**src/rtl/uart_rx_block_if.sv**
```systemverilog
// Serial-in / byte-out signal bundle for uart_rx_block.
// The slave side is the receiver; the master side drives the line and consumes bytes.
interface uart_rx_block_if;
    logic       rx_in;
    logic [7:0] data;
    logic       rx_valid;
    logic       rx_busy;
    logic       frame_err;

    modport master (
        output rx_in,
        input  data,
        input  rx_valid,
        input  rx_busy,
        input  frame_err
    );

    modport slave (
        input  rx_in,
        output data,
        output rx_valid,
        output rx_busy,
        output frame_err
    );
endinterface

```
**src/rtl/uart_rx_block.sv**
```systemverilog
// 8N1 UART receiver, LSB first, mid-bit sampling with framing-error detection.
// Optional UART_RX_MAJORITY_EN: bit samples take a 3-sample majority of the synced line.
module uart_rx_block #(
    parameter int unsigned CLK_FREQ  = 44_000_000,
    parameter int unsigned BAUD_RATE = 230_400
) (
    input logic            clk,
    input logic            rst,
    uart_rx_block_if.slave rx
);
    localparam int unsigned CLK_COUNT = CLK_FREQ / BAUD_RATE + 1;
    localparam int unsigned HALF      = CLK_COUNT / 2;
    localparam int unsigned CNT_W     = $clog2(CLK_COUNT);

    localparam logic [CNT_W-1:0] CNT_LAST = CNT_W'(CLK_COUNT - 1);
    localparam logic [CNT_W-1:0] CNT_MID  = CNT_W'(HALF - 1);

    typedef enum logic [2:0] {
        StIdle,
        StStart,
        StData,
        StStop,
        StBreak
    } state_e;

    state_e           state_q;
    logic             rx_meta_q;
    logic             rx_sync_q;
    logic [CNT_W-1:0] cnt_q;
    logic [2:0]       idx_q;
    logic [7:0]       shift_q;
    logic [7:0]       data_q;
    logic             valid_q;
    logic             busy_q;
    logic             err_q;
    logic             sample;

`ifdef UART_RX_MAJORITY_EN
    // hist_q[0] tracks rx_sync_q; [1] and [2] are the two previous synced values.
    logic [2:0] hist_q;

    always_ff @(posedge clk) begin
        if (rst) begin
            hist_q <= 3'b111;
        end else begin
            hist_q <= {hist_q[1:0], rx_meta_q};
        end
    end

    assign sample = (hist_q[0] & hist_q[1]) | (hist_q[0] & hist_q[2]) | (hist_q[1] & hist_q[2]);
`else
    assign sample = rx_sync_q;
`endif

    always_ff @(posedge clk) begin
        if (rst) begin
            state_q   <= StIdle;
            rx_meta_q <= 1'b1;
            rx_sync_q <= 1'b1;
            cnt_q     <= '0;
            idx_q     <= '0;
            shift_q   <= '0;
            data_q    <= '0;
            valid_q   <= 1'b0;
            busy_q    <= 1'b0;
            err_q     <= 1'b0;
        end else begin
            rx_meta_q <= rx.rx_in;
            rx_sync_q <= rx_meta_q;
            valid_q   <= 1'b0;
            err_q     <= 1'b0;
            unique case (state_q)
                StIdle: begin
                    // Start detection always uses the raw synced line.
                    if (!rx_sync_q) begin
                        state_q <= StStart;
                        cnt_q   <= '0;
                        busy_q  <= 1'b1;
                    end
                end
                StStart: begin
                    if (cnt_q == CNT_MID) begin
                        if (!sample) begin
                            state_q <= StData;
                            cnt_q   <= '0;
                            idx_q   <= '0;
                        end else begin
                            state_q <= StIdle;
                            busy_q  <= 1'b0;
                        end
                    end else begin
                        cnt_q <= cnt_q + 1'b1;
                    end
                end
                StData: begin
                    if (cnt_q == CNT_LAST) begin
                        shift_q <= {sample, shift_q[7:1]};
                        cnt_q   <= '0;
                        idx_q   <= idx_q + 1'b1;
                        if (idx_q == 3'd7) begin
                            state_q <= StStop;
                        end
                    end else begin
                        cnt_q <= cnt_q + 1'b1;
                    end
                end
                StStop: begin
                    if (cnt_q == CNT_LAST) begin
                        if (sample) begin
                            data_q  <= shift_q;
                            valid_q <= 1'b1;
                            state_q <= StIdle;
                            busy_q  <= 1'b0;
                        end else begin
                            err_q   <= 1'b1;
                            state_q <= StBreak;
                        end
                    end else begin
                        cnt_q <= cnt_q + 1'b1;
                    end
                end
                StBreak: begin
                    // A held-low line must go high before a new start is accepted.
                    if (rx_sync_q) begin
                        state_q <= StIdle;
                        busy_q  <= 1'b0;
                    end
                end
                default: begin
                    state_q <= StIdle;
                    busy_q  <= 1'b0;
                end
            endcase
        end
    end

    assign rx.data      = data_q;
    assign rx.rx_valid  = valid_q;
    assign rx.rx_busy   = busy_q;
    assign rx.frame_err = err_q;

endmodule

```
**src/flat_wrapper.sv**
```systemverilog
// flat-port wrapper written by rule: the top's interface ports become plain ports
module uart_rx_block_flat 
#(
    parameter int unsigned CLK_FREQ  = 44_000_000,
    parameter int unsigned BAUD_RATE = 230_400
)
  (clk, rst, rx_rx_in, rx_data, rx_rx_valid, rx_rx_busy, rx_frame_err);
  uart_rx_block_if rx_i ();
  input logic clk;
  input logic rst;
  input wire logic [$bits(rx_i.rx_in)-1:0] rx_rx_in;
  output wire logic [$bits(rx_i.data)-1:0] rx_data;
  output wire logic [$bits(rx_i.rx_valid)-1:0] rx_rx_valid;
  output wire logic [$bits(rx_i.rx_busy)-1:0] rx_rx_busy;
  output wire logic [$bits(rx_i.frame_err)-1:0] rx_frame_err;
  assign rx_i.rx_in = rx_rx_in;
  assign rx_data = rx_i.data;
  assign rx_rx_valid = rx_i.rx_valid;
  assign rx_rx_busy = rx_i.rx_busy;
  assign rx_frame_err = rx_i.frame_err;
  uart_rx_block #(.CLK_FREQ(CLK_FREQ), .BAUD_RATE(BAUD_RATE)) u_core (.clk(clk), .rst(rst), .rx(rx_i));
endmodule
```
**config.mk**
```make
export PLATFORM = sky130hd
export DESIGN_NAME = uart_rx_block_flat
export DESIGN_NICKNAME = d
export VERILOG_FILES = /design/src/rtl/uart_rx_block_if.sv /design/src/rtl/uart_rx_block.sv /design/src/flat_wrapper.sv
export SDC_FILE = /design/constraint.sdc
export NUM_CORES = 1
export LEC_CHECK = 0
export BUFFER_PORTS_ARGS = -buffer_cell sky130_fd_sc_hd__buf_2
export CORE_ASPECT_RATIO = 1.5
export CORE_MARGIN = 3
export CORE_UTILIZATION = 45
export CTS_CLUSTER_SIZE = 24
export DETAILED_ROUTE_END_ITERATION = 8
export HOLD_SLACK_MARGIN = 0.15
export SYNTH_ARGS = -nofsm -noshare
export SYNTH_HDL_FRONTEND = slang
export SYNTH_SLANG_ARGS = --single-unit
export TNS_END_PERCENT = 30
```
**constraint.sdc**
```tcl
create_clock -name clk -period 4.6 [get_ports clk]
set_clock_uncertainty 0.2 [all_clocks]
set_input_delay 0.92 -clock clk [delete_from_list [all_inputs] [get_ports clk]]
set_output_delay 0.92 -clock clk [all_outputs]
set_load 0.03 [all_outputs]
```
==> impl_results.md <==
* Status: complete, no violations
* RSZ-0062 raised after global routing: no
* Top-area cell type share of the netlist area at 40.0%
* Reg2reg setup slack at 2.13 ns
* Register area share after synthesis at 40.0%
* GPL Wtd Cong at 0.838
* Crit path max fanout at 15
* Initial DRC count at 61
* Worst vdd ir at 0.283 mV
* Detailed-placement wirelength estimate at 2360 um
* DR WL/cell at 13.9 um
* Leakage power at 0.637 nW
* Initial Utilization at 47.1%
* TritonCTS Sinks at 35
* Area delta synth->final at 6.50%
* Mapped Nets at 191
* Initial antenna violation count at 0
* Clk pin slew, worst setup/hold paths at 0.07 ns
* FF-to-FF path depth at 4
* Area leader, netlist: dfxtp_1
* Final Cycle Share at 53.7%
* Worst r2r dst: u_core.shift_q[4]$_SDFFE_PP0P_
* Final Hold Fails at 0
* Post-synth EDFFs at 0
* Row count at 27
* WL final at 3260 um
* Total Nets Final at 199
* Hold Crit Endpoint: u_core.rx_sync_q$_SDFF_PP1_
* Worst reg2reg startpoint: u_core.state_q[1]$_SDFFE_PP0P_
* WP data required at 4.55 ns
* Crit path time final at 2.47 ns
* Synth unique cells at 50
* Worst Max-Slew Pin Slew at 0.925 ns
* Resize count post-CTS at 0
* Synthesized area per cell at 9.52 um2
* Flops & latches, synth at 35
* Rel. slew slack at 38.0%
* Synth Cell Area at 0.00175 mm2
* DRT Pass-1 Iters at 4
* Drt via density at 5.66
* Hold slack at 0.212 ns
* Post-synth top flop: dfxtp_1
* WS Path Type: flip-flop to flip-flop
* Multi-input logic area at 921 um2
* Vias after detailed routing at 1331
* Largest cells by area after synthesis: dfxtp_1 (40%), mux2i_1 (9.1%), nor2_1 (4.5%)
* Total setup buffers inserted after CTS at 0
* Fill count at 379
* CTS Buf Count at 5
* Post-synth ARST share at 0%
* Min-Delay Path Depth at 1
* Share of cells above drive strength 1 at 17.7%
* Crit end category: flip-flop
* Cell count after synthesis at 184
* Fin Setup TNS at 0 ns
* First-pass GRT wire length at 5580 um
* DRC at 0
* Clk_lat worst skew at 0.28 ns
* Die area at 0.00469 mm2
* Warnings, synthesis at 0
* CTS Root Cell: clkbuf_8
* Core area at 0.00372 mm2
* # port buffers at 13
* Count of pins over their slew limit at 0
* H-tree depth at 2
* Hold_sp: u_core.rx_meta_q$_SDFF_PP1_
* CTS tree: built
* Register area at 701 um2
* Die height at 82.4 um
* Final setup viols at 0
* Die extent in x at 56.9 um
* Startpoint Class: flip-flop
* Largest net degree at the start of global routing at 29
* Critical Path AT at 2.43 ns
* Max Cap Viol at 0
* Vias in the first global route at 1279
* Cts hold-fix bufs at 0
* Hold Path Class: flip-flop to flip-flop
* IO Count at 14
* Antenna cells at 0
* Total gr overflow at 0
* Max Root-Sink Buffers at 2
* Routed Antenna Nets at 0
* Power per Cell Area at 363 mW/mm2
* Total Routing Usage GR at 15.2%
* Achievable Freq at 405 MHz
==> routing by layer <==
metal / GRT usage, % / up-vias / share of wire, %
li1: - / 676 / -
met1: 16.8 / 633 / 45
met2: 26.8 / 18 / 51
met3: 3.58 / 4 / 2.5
met4: 8.12 / 0 / 1.1
met5: 0 / - / 0
==> cell families after synthesis <==
logic type / synth area share, %
AOI/OAI and AO/OA: 16.0
muxes: 9.79
and+or+nand+nor: 23.4
buffers and inverters: 7.43
DFF: 40.0
adders and majority gates: 2.86
xor gates and xnor gates: 0.500
==> worst max-delay path, stage by stage, from the launching register on <==
cell and delay [ns]:
dfxtp_1 0.64, or3b_1 0.46, nor3_2 0.72, mux2i_1 0.28, nor2_1 0.06
==> cells in the final DEF (no fill, tap or decap), drive strengths merged, types with 2 or more instances in the layout <==
| cell type | n |
|---|---|
| buf | 13 |
| nor3b | 2 |
| or2 | 3 |
| nor4 | 3 |
| dfxtp | 35 |
| mux2i | 16 |
| o32ai | 2 |
| a21oi | 6 |
| o2111ai | 2 |
| o221ai | 4 |
| nor2 | 21 |
| nand4 | 2 |
| o211ai | 2 |
| nand3 | 11 |
| o22ai | 2 |
| nand2 | 10 |
| o21ai | 8 |
| ha | 4 |
| clkbuf | 6 |
| nor4b | 2 |
| nand2b | 4 |
| nand4b | 2 |
| nor3 | 4 |
| inv | 10 |
| o31ai | 2 |
| a211oi | 3 |
==> stage by stage <==
| step | area [um2] | utilization, % | std cells | total power [mW] | setup WS (ns) |
|---|---|---|---|---|---|
| after floorplan | 1750 | - | 184 | 0.442 | 2.33 |
| after global placement | 1780 | 47.8 | 228 | 0.460 | 2.04 |
| after detailed placement | 1780 | 47.8 | 228 | 0.462 | 2.01 |
| after CTS | 1870 | 50.2 | 235 | 0.684 | 2.09 |
| after global routing | 1870 | 50.2 | 235 | 0.711 | 1.91 |
| final | 1870 | 50.2 | 235 | 0.678 | 2.13 |
==> report_power, final <==
part / switching, mW / internal (mW) / total, mW
clock network: 0.103 / 0.117 / 0.220
registers: 0.0256 / 0.318 / 0.344
logic: 0.0742 / 0.0392 / 0.113
total: 0.203 / 0.475 / 0.678
==> flip-flops by register name, summed over array words and instances (netlist names) <==
signal and flops:
u_core.rx_meta_q 1, u_core.rx_sync_q 1, u_core.idx_q 3, u_core.state_q 3, u_core.rx.frame_err 1, u_core.rx.rx_busy 1
u_core.shift_q 8, u_core.rx.data 8, u_core.rx.rx_valid 1, u_core.cnt_q 8
==> cells in the mapped netlist (2+ instances only) <==
cell type	number
inv_1	10
o32ai_1	2
nor2_1	21
ha_1	4
a211oi_2	2
o22ai_1	2
mux2i_1	16
buf_2	2
o221ai_1	4
nand3_1	11
nand4b_1	2
nor3_1	2
buf_4	4
buf_6	4
clkbuf_1	2
nand2_1	9
nand2b_1	4
dfxtp_1	35
o21ai_0	6
nor3b_1	2
o211ai_1	2
o21ai_1	2
or2_2	2
o31ai_1	2
a21oi_1	5
nor4_1	3
==> worst max path at each step <==
stage / end / slack, ns / cells after the start / startpoint
2_1_floorplan: u_core.cnt_q[5]$_SDFFE_PP0P_ / 2.33 / 6 / rst
3_3_place_gp: u_core.cnt_q[5]$_SDFFE_PP0P_ / 2.04 / 5 / rst
3_5_place_dp: u_core.cnt_q[5]$_SDFFE_PP0P_ / 2.01 / 5 / rst
4_1_cts: u_core.shift_q[4]$_SDFFE_PP0P_ / 2.09 / 4 / u_core.state_q[1]$_SDFFE_PP0P_
5_1_grt: u_core.shift_q[6]$_SDFFE_PP0P_ / 1.91 / 4 / u_core.state_q[1]$_SDFFE_PP0P_
6_report: u_core.shift_q[4]$_SDFFE_PP0P_ / 2.13 / 4 / u_core.state_q[1]$_SDFFE_PP0P_
==> layout make-up <==
| class | count | share of cell area, % |
|---|---|---|
| Tap cell | 43 | 2.88 |
| Inverter | 10 | 2.01 |
| Clock inverter | 1 | 0.268 |
| Sequential cell | 35 | 37.6 |
| Multi-Input combinational cell | 127 | 49.4 |
| Clock buffer | 6 | 4.43 |
| Timing Repair Buffer | 13 | 3.49 |
(Power assumes the default switching activity.)
